$ cat src/rtl/cyclic_bram_pkg.sv
// ---------------------------------------------------------------------------
// cyclic_bram_pkg
// Shared definitions for the always-valid cyclic BRAM and its write-side
// filler: the filler state enum and the address-width helper.
// No ports (package).
// ---------------------------------------------------------------------------
package cyclic_bram_pkg;

    // Filler FSM states: accepting a frame, letting the final write commit,
    // and holding a complete frame for cyclic readout.
    typedef enum logic [1:0] {
        FILL   = 2'd0,
        DRAIN  = 2'd1,
        LOADED = 2'd2
    } fill_state_t;

    // Address/length width for a given depth. A depth of 1 still needs one
    // bit so that the counter and wrap-point registers exist.
    function automatic int addr_width(input int depth);
        return (depth > 1) ? $clog2(depth) : 1;
    endfunction

endpackage

$ cat src/rtl/cyclic_bram_filler_if.sv
// ---------------------------------------------------------------------------
// cyclic_bram_filler_if
// Valid/ready input stream carrying one frame into the cyclic BRAM filler.
//   s_valid  beat valid        (source -> filler)
//   s_ready  beat ready        (filler -> source)
//   s_data   beat data, WIDTH  (source -> filler)
//   s_last   last beat marker  (source -> filler)
// Modports: master = upstream source, slave = filler.
// ---------------------------------------------------------------------------
interface cyclic_bram_filler_if #(
    parameter int WIDTH = 64
);
    logic             s_valid;
    logic             s_ready;
    logic [WIDTH-1:0] s_data;
    logic             s_last;

    modport master (
        output s_valid,
        output s_data,
        output s_last,
        input  s_ready
    );

    modport slave (
        input  s_valid,
        input  s_data,
        input  s_last,
        output s_ready
    );
endinterface

$ cat src/rtl/cyclic_bram_filler.sv
// ---------------------------------------------------------------------------
// cyclic_bram_filler
// Write-side front end of the always-valid cyclic BRAM. Accepts one frame
// from a valid/ready stream, writes it word by word into the BRAM, records
// the frame length minus one as the readout wrap point and then holds the
// BRAM loaded until release_req, after which the next frame is accepted.
// Ports:
//   clk, rst       clock, asynchronous active-high reset
//   clken          global clock enable shared with the BRAM
//   s              input stream (cyclic_bram_filler_if.slave)
//   m_valid_ready  BRAM write strobe (BRAM is always ready)
//   m_data         BRAM write data, WIDTH bits
//   addr_max_1     frame length minus 1, ADDR_WIDTH bits
//   loaded         BRAM holds a complete frame
//   release_req    single-cycle request to discard the frame and refill
//                  (named release_req because "release" is an SV keyword)
//   overflow       sticky: a frame exceeded DEPTH beats and was truncated
// ---------------------------------------------------------------------------
module cyclic_bram_filler
    import cyclic_bram_pkg::*;
#(
    parameter int DEPTH      = 8,
    parameter int WIDTH      = 64,
    parameter int ADDR_WIDTH = addr_width(DEPTH)
) (
    input  logic                  clk,
    input  logic                  rst,
    input  logic                  clken,
    cyclic_bram_filler_if.slave   s,
    output logic                  m_valid_ready,
    output logic [WIDTH-1:0]      m_data,
    output logic [ADDR_WIDTH-1:0] addr_max_1,
    output logic                  loaded,
    input  logic                  release_req,
    output logic                  overflow
);

    localparam logic [ADDR_WIDTH-1:0] LAST_ADDR = ADDR_WIDTH'(DEPTH - 1);

    fill_state_t           state, state_next;
    logic [ADDR_WIDTH-1:0] wr_cnt, wr_cnt_next;
    logic                  strobe_next;
    logic [WIDTH-1:0]      data_next;
    logic [ADDR_WIDTH-1:0] addr_max_next;
    logic                  loaded_next;
    logic                  overflow_next;
    logic                  handshake;

    // Ready depends only on state and the enable, never on s_valid, so the
    // source may wait for ready without a combinational loop.
    assign s.s_ready = clken & (state == FILL);
    assign handshake = s.s_valid & s.s_ready;

    // Next-state and next-output logic. Every register defaults to holding
    // its value; the strobe is explicitly cleared in every state and only
    // set for a cycle after an accepted beat.
    always_comb begin
        state_next    = state;
        wr_cnt_next   = wr_cnt;
        strobe_next   = 1'b0;
        data_next     = m_data;
        addr_max_next = addr_max_1;
        loaded_next   = loaded;
        overflow_next = overflow;

        unique case (state)
            FILL: begin
                if (handshake) begin
                    strobe_next = 1'b1;
                    data_next   = s.s_data;
                    wr_cnt_next = wr_cnt + 1'b1;
                    // A frame ends on s_last or when the BRAM is full; in
                    // the full-without-last case the tail is left upstream
                    // and becomes the start of the next frame.
                    if (s.s_last || (wr_cnt == LAST_ADDR)) begin
                        addr_max_next = wr_cnt;
                        wr_cnt_next   = '0;
                        state_next    = DRAIN;
                        if (!s.s_last) begin
                            overflow_next = 1'b1;
                        end
                    end
                end
            end
            DRAIN: begin
                // One cycle so the final strobe commits before readout.
                state_next  = LOADED;
                loaded_next = 1'b1;
            end
            LOADED: begin
                if (release_req) begin
                    state_next  = FILL;
                    loaded_next = 1'b0;
                end
            end
            default: begin
                state_next = FILL;
            end
        endcase
    end

    // State and output registers. With clken low everything holds, which
    // keeps the strobe level but the BRAM is gated by the same enable.
    always_ff @(posedge clk or posedge rst) begin
        if (rst) begin
            state         <= FILL;
            wr_cnt        <= '0;
            m_valid_ready <= 1'b0;
            m_data        <= '0;
            addr_max_1    <= '0;
            loaded        <= 1'b0;
            overflow      <= 1'b0;
        end else if (clken) begin
            state         <= state_next;
            wr_cnt        <= wr_cnt_next;
            m_valid_ready <= strobe_next;
            m_data        <= data_next;
            addr_max_1    <= addr_max_next;
            loaded        <= loaded_next;
            overflow      <= overflow_next;
        end
    end

endmodule
$ cat src/flat_wrapper.sv
// flat-port wrapper written by rule: the top's interface ports become plain ports
module cyclic_bram_filler_flat import cyclic_bram_pkg::*;
#(
    parameter int DEPTH      = 8,
    parameter int WIDTH      = 64,
    parameter int ADDR_WIDTH = addr_width(DEPTH)
)
  (clk, rst, clken, m_valid_ready, m_data, addr_max_1, loaded, release_req, overflow, s_s_valid, s_s_data, s_s_last, s_s_ready);
  cyclic_bram_filler_if #(.WIDTH(WIDTH)) s_i ();
  input  logic clk;
  input  logic rst;
  input  logic clken;
  output logic m_valid_ready;
  output logic [WIDTH-1:0] m_data;
  output logic [ADDR_WIDTH-1:0] addr_max_1;
  output logic loaded;
  input  logic release_req;
  output logic overflow;
  input wire logic [$bits(s_i.s_valid)-1:0] s_s_valid;
  input wire logic [$bits(s_i.s_data)-1:0] s_s_data;
  input wire logic [$bits(s_i.s_last)-1:0] s_s_last;
  output wire logic [$bits(s_i.s_ready)-1:0] s_s_ready;
  assign s_i.s_valid = s_s_valid;
  assign s_i.s_data = s_s_data;
  assign s_i.s_last = s_s_last;
  assign s_s_ready = s_i.s_ready;
  cyclic_bram_filler #(.DEPTH(DEPTH), .WIDTH(WIDTH), .ADDR_WIDTH(ADDR_WIDTH)) u_core (.clk(clk), .rst(rst), .clken(clken), .s(s_i), .m_valid_ready(m_valid_ready), .m_data(m_data), .addr_max_1(addr_max_1), .loaded(loaded), .release_req(release_req), .overflow(overflow));
endmodule
$ cat config.mk
export PLATFORM = sky130hd
export DESIGN_NAME = cyclic_bram_filler_flat
export DESIGN_NICKNAME = d
export VERILOG_FILES = /design/src/rtl/cyclic_bram_pkg.sv /design/src/rtl/cyclic_bram_filler_if.sv /design/src/rtl/cyclic_bram_filler.sv /design/src/flat_wrapper.sv
export SDC_FILE = /design/constraint.sdc
export NUM_CORES = 1
export LEC_CHECK = 0
export CORE_MARGIN = 10
export CORE_UTILIZATION = 60
export DETAILED_ROUTE_END_ITERATION = 10
export DONT_BUFFER_PORTS = 1
export PLACE_DENSITY = 0.86
export SLEW_MARGIN = 25
export SYNTH_ARGS = -nofsm -noshare
export SYNTH_HDL_FRONTEND = slang
export SYNTH_SLANG_ARGS = --single-unit
$ cat constraint.sdc
create_clock -name clk -period 2.5 [get_ports clk]
set_clock_uncertainty 0.15 [all_clocks]
set_input_delay 0.25 -clock clk [delete_from_list [all_inputs] [get_ports clk]]
set_output_delay 0.25 -clock clk [all_outputs]
set_load 0.01 [all_outputs]
== Word-level counts from Yosys, hierarchy flattened ==
Cells that the tools add are included.
Word-level totals
  latch bits: 0
  logic and storage cells: 34
  memories kept: 0
  flip-flop bits (word level): 75
  RAM bits: 0
  output and inout bits: 71
  input bits: 70
  ROM bits: 0
Cells by class
  multiply operators: 0
  bitwise operators: 3
  order comparisons: 0
  mux-type cells: 9
  equal/unequal tests: 6
  div/mod/pow operators: 0
  add/subtract/negate cells: 1
  reduce and logical (&&, ||, !) cells: 8
  shift operators: 0
Operator list (number)
  $reduce_and A4 Y1: 2
  $mux W2: 3
  $pmux W2 S3: 1
  $reduce_and A3 Y1: 2
  $reduce_and A5 Y1: 1
  $ne A2 B2 Y1 const B: 2
  $add A3 B1 Y3 const B: 1
  $eq A3 B3 Y1 const B: 1
  $mux W1: 3
  $mux W3: 1
  $and A1 B1 Y1: 2
  $eq A2 B1 Y1 const B: 1
  $eq A2 B2 Y1 const B: 1
  $logic_not A2 Y1: 1
  $ne A2 B1 Y1 const B: 1
  $pmux W1 S2: 1
  $reduce_bool A2 Y1: 1
  $logic_or A1 B1 Y1: 1
  $not A1 Y1: 1

== Depth between registers and ports, before layout ==
Gate-level depths: netlist of the first run.
  depth after elaboration: 5
  depth in mapped cells: 6

== Worst setup path before layout of the first run ==
No wires, ideal clock.
  path kind: reg-to-reg
  start point: reg u_core.wr_cnt[0]
  end point: reg u_core.addr_max_1[0]
  data required time: 2.225 ns
  arrival time: 1.388 ns
  setup slack: 0.837 ns
  period minus slack after synthesis: 1.663 ns
  cell stages (with the launch flop): 6
  cell sequence: dfrtp_1 ha_1 ha_1 nor2_1 nor2_4 mux2_2
On the way
  longest elaborated chain between the ends: 3
RTL lines
  from (decl): line cyclic_bram_filler.sv:41  | logic [ADDR_WIDTH-1:0] wr_cnt, wr_cnt_next;
  from (signal assigned): line cyclic_bram_filler.sv:115  | wr_cnt <= wr_cnt_next;
  $eq A3 B3 Y1: line cyclic_bram_filler.sv:75  | if (s.s_last || (wr_cnt == LAST_ADDR)) begin
  $logic_or A1 B1 Y1: line cyclic_bram_filler.sv:75
  $reduce_and A4 Y1 (no line)
  to (signal assigned): line cyclic_bram_filler.sv:118  | addr_max_1 <= addr_max_next;
  to (decl): line cyclic_bram_filler.sv:32  | output logic [ADDR_WIDTH-1:0] addr_max_1,
Parallel ways exist; a longest one is shown, timed or not.
A chain may end at the register's enable or synchronous reset.

== Worst setup path in the final report of the first run ==
  start point: reg u_core.wr_cnt[0]
  end point: reg u_core.addr_max_1[2]
On the way
  longest elaborated chain between the ends: 3
RTL lines (line)
  $eq A3 B3 Y1: cyclic_bram_filler.sv:75
  $logic_or A1 B1 Y1: cyclic_bram_filler.sv:75
  $reduce_and A4 Y1 (no line)
No other way between the ends.

==> metrics.csv, run 1 <==
metric,value,unit
final antenna-violating net count,0,
Rel. slew slack,63.6,%
GRT Total Usage,22.2,%
cell family with most CP delay,simple AND/OR/NAND/NOR gates,
R2R Setup Slk,0.63,ns
clock tree sinks,75,
RSZ-0062 raised after global routing,no,
WP depth,5,
post-cts resize count,0,
Initial Utilization,62.1,%
Layout Nets,456,
Slowest cell on crit path,dfrtp_1,
GR Overflow Total,0,
io pins,141,
Synth cell types,21,
Max Root-Sink Buffers,2,
FMAX,0.534,GHz
outcome,finished clean,
CTS tree,yes,
Num CTS Buffers,9,
Syn Area/Cell,9.29,um2
Post-Syn Nets,388,
maximum vdd drop,0.624,mV
Bufs and invs on worst path,0,
clock root buffer,clkbuf_8,
num rows,25,
port bufs,0,
WHS Path Cells,2,
endpoints failing setup,0,
first-pass GRT wire length,14300,um
H-tree lvl count,3,
CP Launch Type,register,
Synth area leader,dfrtp_1,
Die ar.,8090,um2
Synth Instances,316,
RD Place Congestion,0.776,
Synth top area share,64.0,%
"Async S/R FF share, synth",100,%
Post-synth EDFFs,0,
R2R Path End,u_core.addr_max_1[2]$_DFFE_PP0P_,
synthesis-stage register bit count,75,
Max-Cap Viols,0,
most frequently used flop master after synthesis,dfrtp_1,
final core utilization,80.7,%
Die Span Y,89.9,um
reg2reg start,u_core.wr_cnt[0]$_DFFE_PP0P_,
largest net degree at the start of global routing,35,
worst-margin pin slew,0.545,ns
Worst-Skew Late Latency,0.33,ns
Hold EP,u_core.state[0]$_DFFE_PP0P_,
Setup CP Type,register to register,
TNS Setup,0,ns
Leakage,1.99,nW
DRC,0,
routed vias/inst,5.27,
FF-to-FF path depth,5,
hold_sp,s_s_last,
Area Overhead vs Synth,29.9,%
post-DR wirelength/cell,19.5,um
Initial DRT Pass Iterations,5,
Critical Path End Type,register,
fraction of layout cells with a size suffix above 1,7.20,%
initial DRC count,202,
crit-path max cell delay,0.42,ns
Critical Path AT,1.94,ns
sequential area share after synthesis,64.0,%
power density over cell area,903,nW/um2
worst path cell trace,"ha_1, ha_1, nor2_1, nor2_4, mux2_2",
"Slew Viols, Final",0,
synth top area cells,"dfrtp_1 (64%), nand2_1 (25%), buf_6 (1.9%)",
Detailed Place HPWL,5320,um
final hold violation count,0,
"count leader, synth",nand2_1,
initial antenna violation count,1,
CP max FO,5,
cell area after layout,3810,um2
HP Class,input port to register,
Die W,89.9,um
Syn Std Cell Area,2930,um2
placed inst area,2960,um2
Post-synth top cells,"nand2_1 (198), dfrtp_1 (75), buf_2 (9)",
clock-pin slew of the registers on the worst-case setup and hold paths,0.07,ns
vias after detailed routing,2413,
worst endpoint required time,2.57,ns
number of global-route vias before repair,2572,
Synth Warn #,0,
Tmin final,1.87,ns
crit share post-route,74.9,%
CP most frequent cell,ha_1,
core area,4720,um2
Post-Route WL,8950,um
==> flip-flops by register name, indices dropped and copies added, names as in the netlist <==
| name | cells |
|---|---|
| u_core.overflow | 1 |
| u_core.m_data | 64 |
| u_core.loaded | 1 |
| u_core.state | 2 |
| u_core.wr_cnt | 3 |
| u_core.addr_max_1 | 3 |
| u_core.m_valid_ready | 1 |
==> cell usage in the layout, fill, tap and decap left out, drive strengths merged <==
cell type,instances
inv,4
nand4bb,1
o22ai,1
nand2,198
nor2,4
dlygate4sd3,67
nor2b,1
clkinv,2
o21ai,3
buf,6
and4bb,1
a22o,1
mux2,3
a31o,1
ha,2
dfrtp,75
and2,1
diode,2
clkbuf,14
nand3,3
a21oi,1
==> cell type report <==
| class | count | area [um2] |
|---|---|---|
| Antenna cell | 2 | 5.00 |
| Fill cell | 271 | 912 |
| Sequential cell | 75 | 1880 |
| Inverter | 4 | 15.0 |
| Clock inverter | 2 | 10.0 |
| Tap cell | 67 | 83.8 |
| Clock buffer | 14 | 163 |
| Multi-Input combinational cell | 221 | 942 |
| Timing Repair Buffer | 73 | 716 |
==> report_power, final <==
part | switching (mW) | leakage (nW) | internal (mW)
registers | 0.471 | 0.941 | 1.57
clock network | 0.401 | 0.0905 | 0.413
logic | 0.335 | 0.959 | 0.254
==> metal layers <==
layer	GRT usage [%]	vias to the layer above	share of wire, %
li1	-	1099	-
met5	0	-	0
met3	10.3	10	13
met4	8.22	0	1.2
met2	37.2	150	51
met1	24.0	1154	35
==> worst max path at each step <==
stage | to | start
finish | u_core.addr_max_1[2]$_DFFE_PP0P_ | u_core.wr_cnt[0]$_DFFE_PP0P_
global route | u_core.addr_max_1[1]$_DFFE_PP0P_ | u_core.wr_cnt[0]$_DFFE_PP0P_
CTS | u_core.addr_max_1[2]$_DFFE_PP0P_ | u_core.wr_cnt[0]$_DFFE_PP0P_
detailed placement | u_core.addr_max_1[2]$_DFFE_PP0P_ | u_core.wr_cnt[0]$_DFFE_PP0P_
global placement | u_core.addr_max_1[2]$_DFFE_PP0P_ | u_core.wr_cnt[0]$_DFFE_PP0P_
floorplan | u_core.addr_max_1[0]$_DFFE_PP0P_ | rst
==> stage by stage <==
stage | hold WS (ns) | power [mW] | std cells | setup slack (ns)
2_1_floorplan | 0.194 | 2.34 | 316 | 0.190
3_3_place_gp | 0.0641 | 2.48 | 373 | 0.737
3_5_place_dp | 0.0641 | 2.53 | 373 | 0.665
4_1_cts | 0.00179 | 3.43 | 456 | 0.635
5_1_grt | 0.00276 | 3.66 | 457 | 0.565
6_report | 0.0128 | 3.44 | 458 | 0.627
==> kinds of logic (layout without fill, tap and decap cells) <==
logic type               after synthesis  after routing  share of synthesized area, %
AO/OA/AOI/OAI                          7              7                          1.71
adder cells (fa/ha/maj)                2              2                         0.853
buffers and inverters                 20             93                          4.48
flip-flops                            75             75                          64.0
multiplexers                           3              3                          1.15
other                                  0              2                             0
AND/OR/NAND/NOR                      209            209                          27.8
==> what timing repair did <==
action                                 CTS  global route
setup buffers                            0             0
endpoints found under the hold margin   93             0
hold buffers                            67             0
No activity file was read; power rests on OpenSTA's default activity.
==> run 2, diff against run 1 <==
--- a/config.mk
+++ b/config.mk
@@ -6,10 +6,10 @@
 export NUM_CORES = 1
 export LEC_CHECK = 0
 export CORE_MARGIN = 10
-export CORE_UTILIZATION = 60
+export CORE_UTILIZATION = 56
 export DETAILED_ROUTE_END_ITERATION = 10
 export DONT_BUFFER_PORTS = 1
-export PLACE_DENSITY = 0.86
+export PLACE_DENSITY = 0.84
 export SLEW_MARGIN = 25
 export SYNTH_ARGS = -nofsm -noshare
 export SYNTH_HDL_FRONTEND = slang
==> constraint.sdc (replaced) <==
create_clock -name clk -period 1.6 [get_ports clk]
set_clock_uncertainty 0.15 [all_clocks]
set_input_delay 0.16 -clock clk [delete_from_list [all_inputs] [get_ports clk]]
set_output_delay 0.16 -clock clk [all_outputs]
set_load 0.01 [all_outputs]
==> metrics.csv, run 2 (synthesis gave the netlist of run 1 again) <==
metric,value,unit,change
Initial DRT Pass Iterations,4,,-1
"most common cell after layout, fill and taps aside",nand2_1,,
power density over cell area,1410,nW/um2,+56%
CP max FO,5,,unchanged
clock-pin slew of the registers on the worst-case setup and hold paths,0.07,ns,about the same
vias after detailed routing,2400,,-0.54%
RD Place Congestion,0.804,,+3.6%
Critical Path AT,1.22,ns,-0.72 ns
Area Overhead vs Synth,34.2,%,
worst-margin pin slew,0.480,ns,-0.0648 ns
Post-Route WL,8580,um,-4.0%
Layout Nets,461,,+1.1%
fraction of layout cells with a size suffix above 1,8.65,%,+1.5 points
final core utilization,77.1,%,-3.6 points
largest net degree at the start of global routing,40,,+14%
leading registers by flop count,"u_core.m_data x64, u_core.addr_max_1 x3, u_core.wr_cnt x3",,
core area,5110,um2,+8.1%
FF-to-FF path depth,5,,unchanged
GRT Total Usage,20.2,%,-2.0 points
GR Overflow Total,0,,unchanged
reg2reg start,u_core.wr_cnt[1]$_DFFE_PP0P_,,
Worst setup startpoint,clken,,
num rows,26,,+4.0%
H-tree lvl count,3,,unchanged
first-pass GRT wire length,13700,um,-4.7%
overall power,5.56,mW,+62%
Max Root-Sink Buffers,2,,unchanged
R2R Path End,u_core.addr_max_1[1]$_DFFE_PP0P_,,
WHS Path Cells,3,,+1
initial DRC count,114,,-44%
TNS Setup,0,ns,unchanged
hold_sp,s_s_valid,,
maximum vdd drop,0.776,mV,+24%
Die Span Y,92.4,um,+2.7%
Die W,92.4,um,+2.7%
Largest register FFs,64,,unchanged
Rel. slew slack,67.9,%,+4.3 points
Inst Count DP,379,,+1.6%
total area of sequential cells,1880,um2,unchanged
post-route insts no fill,464,,+1.3%
Slowest cell on crit path,dlygate4sd3_1,,
endpoints failing setup,0,,unchanged
Hold EP,u_core.addr_max_1[0]$_DFFE_PP0P_,,
# fillers,308,,+14%
number of global-route vias before repair,2559,,-0.51%
CP Launch Type,input port,,
worst path cell trace,"dlygate4sd3_1, nor2b_2, and2_1",,
CTS tree,yes,,
routed vias/inst,5.17,,-1.8%
outcome,finished clean,,
crit-path max cell delay,0.63,ns,+0.21 ns
area occupied by multi-input gates,952,um2,+1.1%
Die ar.,8530,um2,+5.5%
R2R Setup Slk,0.08,ns,-0.55 ns
RSZ-0062 raised after global routing,no,,
clock root buffer,clkbuf_8,,
Largest Register,u_core.m_data,,
clock tree sinks,75,,unchanged
Tmin final,1.53,ns,
Leakage,2.04,nW,+2.4%
HP Class,input port to register,,
initial antenna violation count,1,,unchanged
Num CTS Buffers,9,,unchanged
port bufs,0,,unchanged
Detailed Place HPWL,5330,um,+0.11%
final antenna-violating net count,0,,unchanged
worst endpoint required time,1.29,ns,-1.28 ns
post-DR wirelength/cell,18.5,um,-5.3%
Setup CP Type,input port to output port,,
crit share post-route,95.5,%,
"Slew Viols, Final",0,,unchanged
Worst-Skew Late Latency,0.33,ns,about the same
final hold violation count,0,,unchanged
io pins,141,,unchanged
most frequent cells in the layout,"nand2_1 (198), dfrtp_1 (75), dlygate4sd3_1 (68), clkbuf_8 (11), buf_4 (6)",,
Initial Utilization,57.4,%,-4.7 points
FMAX,0.654,GHz,
DRC,0,,unchanged
Critical Path End Type,output port,,
Max-Cap Viols,0,,unchanged
run 2: power by group:
group | internal, mW | switching [mW] | total, mW
clock network | 0.797 | 0.628 | 1.42
registers | 2.45 | 0.719 | 3.17
logic | 0.437 | 0.531 | 0.967
total | 3.68 | 1.88 | 5.56
run 2: how the worst max path moves through the flow:
stage                                            end  depth (start not counted)  slack [ns]
floorplan           u_core.addr_max_1[0]$_DFFE_PP0P_                          5        0.03
detailed placement  u_core.addr_max_1[1]$_DFFE_PP0P_                          5        0.03
CTS                 u_core.addr_max_1[1]$_DFFE_PP0P_                          5        0.01
global placement    u_core.addr_max_1[2]$_DFFE_PP0P_                          5        0.09
finish                                     s_s_ready                          3        0.07
global route            u_core.wr_cnt[0]$_DFFE_PP0P_                          6       0.004
run 2: metrics by stage:
stage / hold WS (ns) / setup WS [ns] / instance area (um2)
after floorplan: 0.104 / 0.0317 / 2940
after global placement: -0.0726 / 0.0883 / 3050
after detailed placement: -0.0709 / 0.0268 / 3050
after CTS: 0.0549 / 0.0137 / 3920
after global routing: 0.0565 / 0.00447 / 3940
final: 0.0689 / 0.0712 / 3940
run 2: critical path, delay by kind of cell:
family	cells	cell delay (ns)
and+or+nand+nor	2	0.42
buffers and inverters	1	0.63
run 2: area by class of cell:
| type | count | area share (%) |
|---|---|---|
| Timing Repair Buffer | 78 | 20.5 |
| Clock inverter | 2 | 0.890 |
| Tap cell | 70 | 2.22 |
| Sequential cell | 75 | 47.7 |
| Clock buffer | 13 | 4.04 |
| Antenna cell | 1 | 0.0636 |
| Inverter | 4 | 0.477 |
| Multi-Input combinational cell | 221 | 24.2 |
run 2: what timing repair did:
action	in CTS	in global routing
hold buffers	68	0
buffers inserted	0	1
hold endpoints to repair	145	0
resized for setup	0	2
endpoints found under the setup margin	0	6
run 2: layer usage:
layer / wire length, um / GRT usage [%]
met1: 2970 / 19.8
met2: 4620 / 36.4
met3: 918 / 9.44
met4: 73 / 7.58
met5: 0 / 0
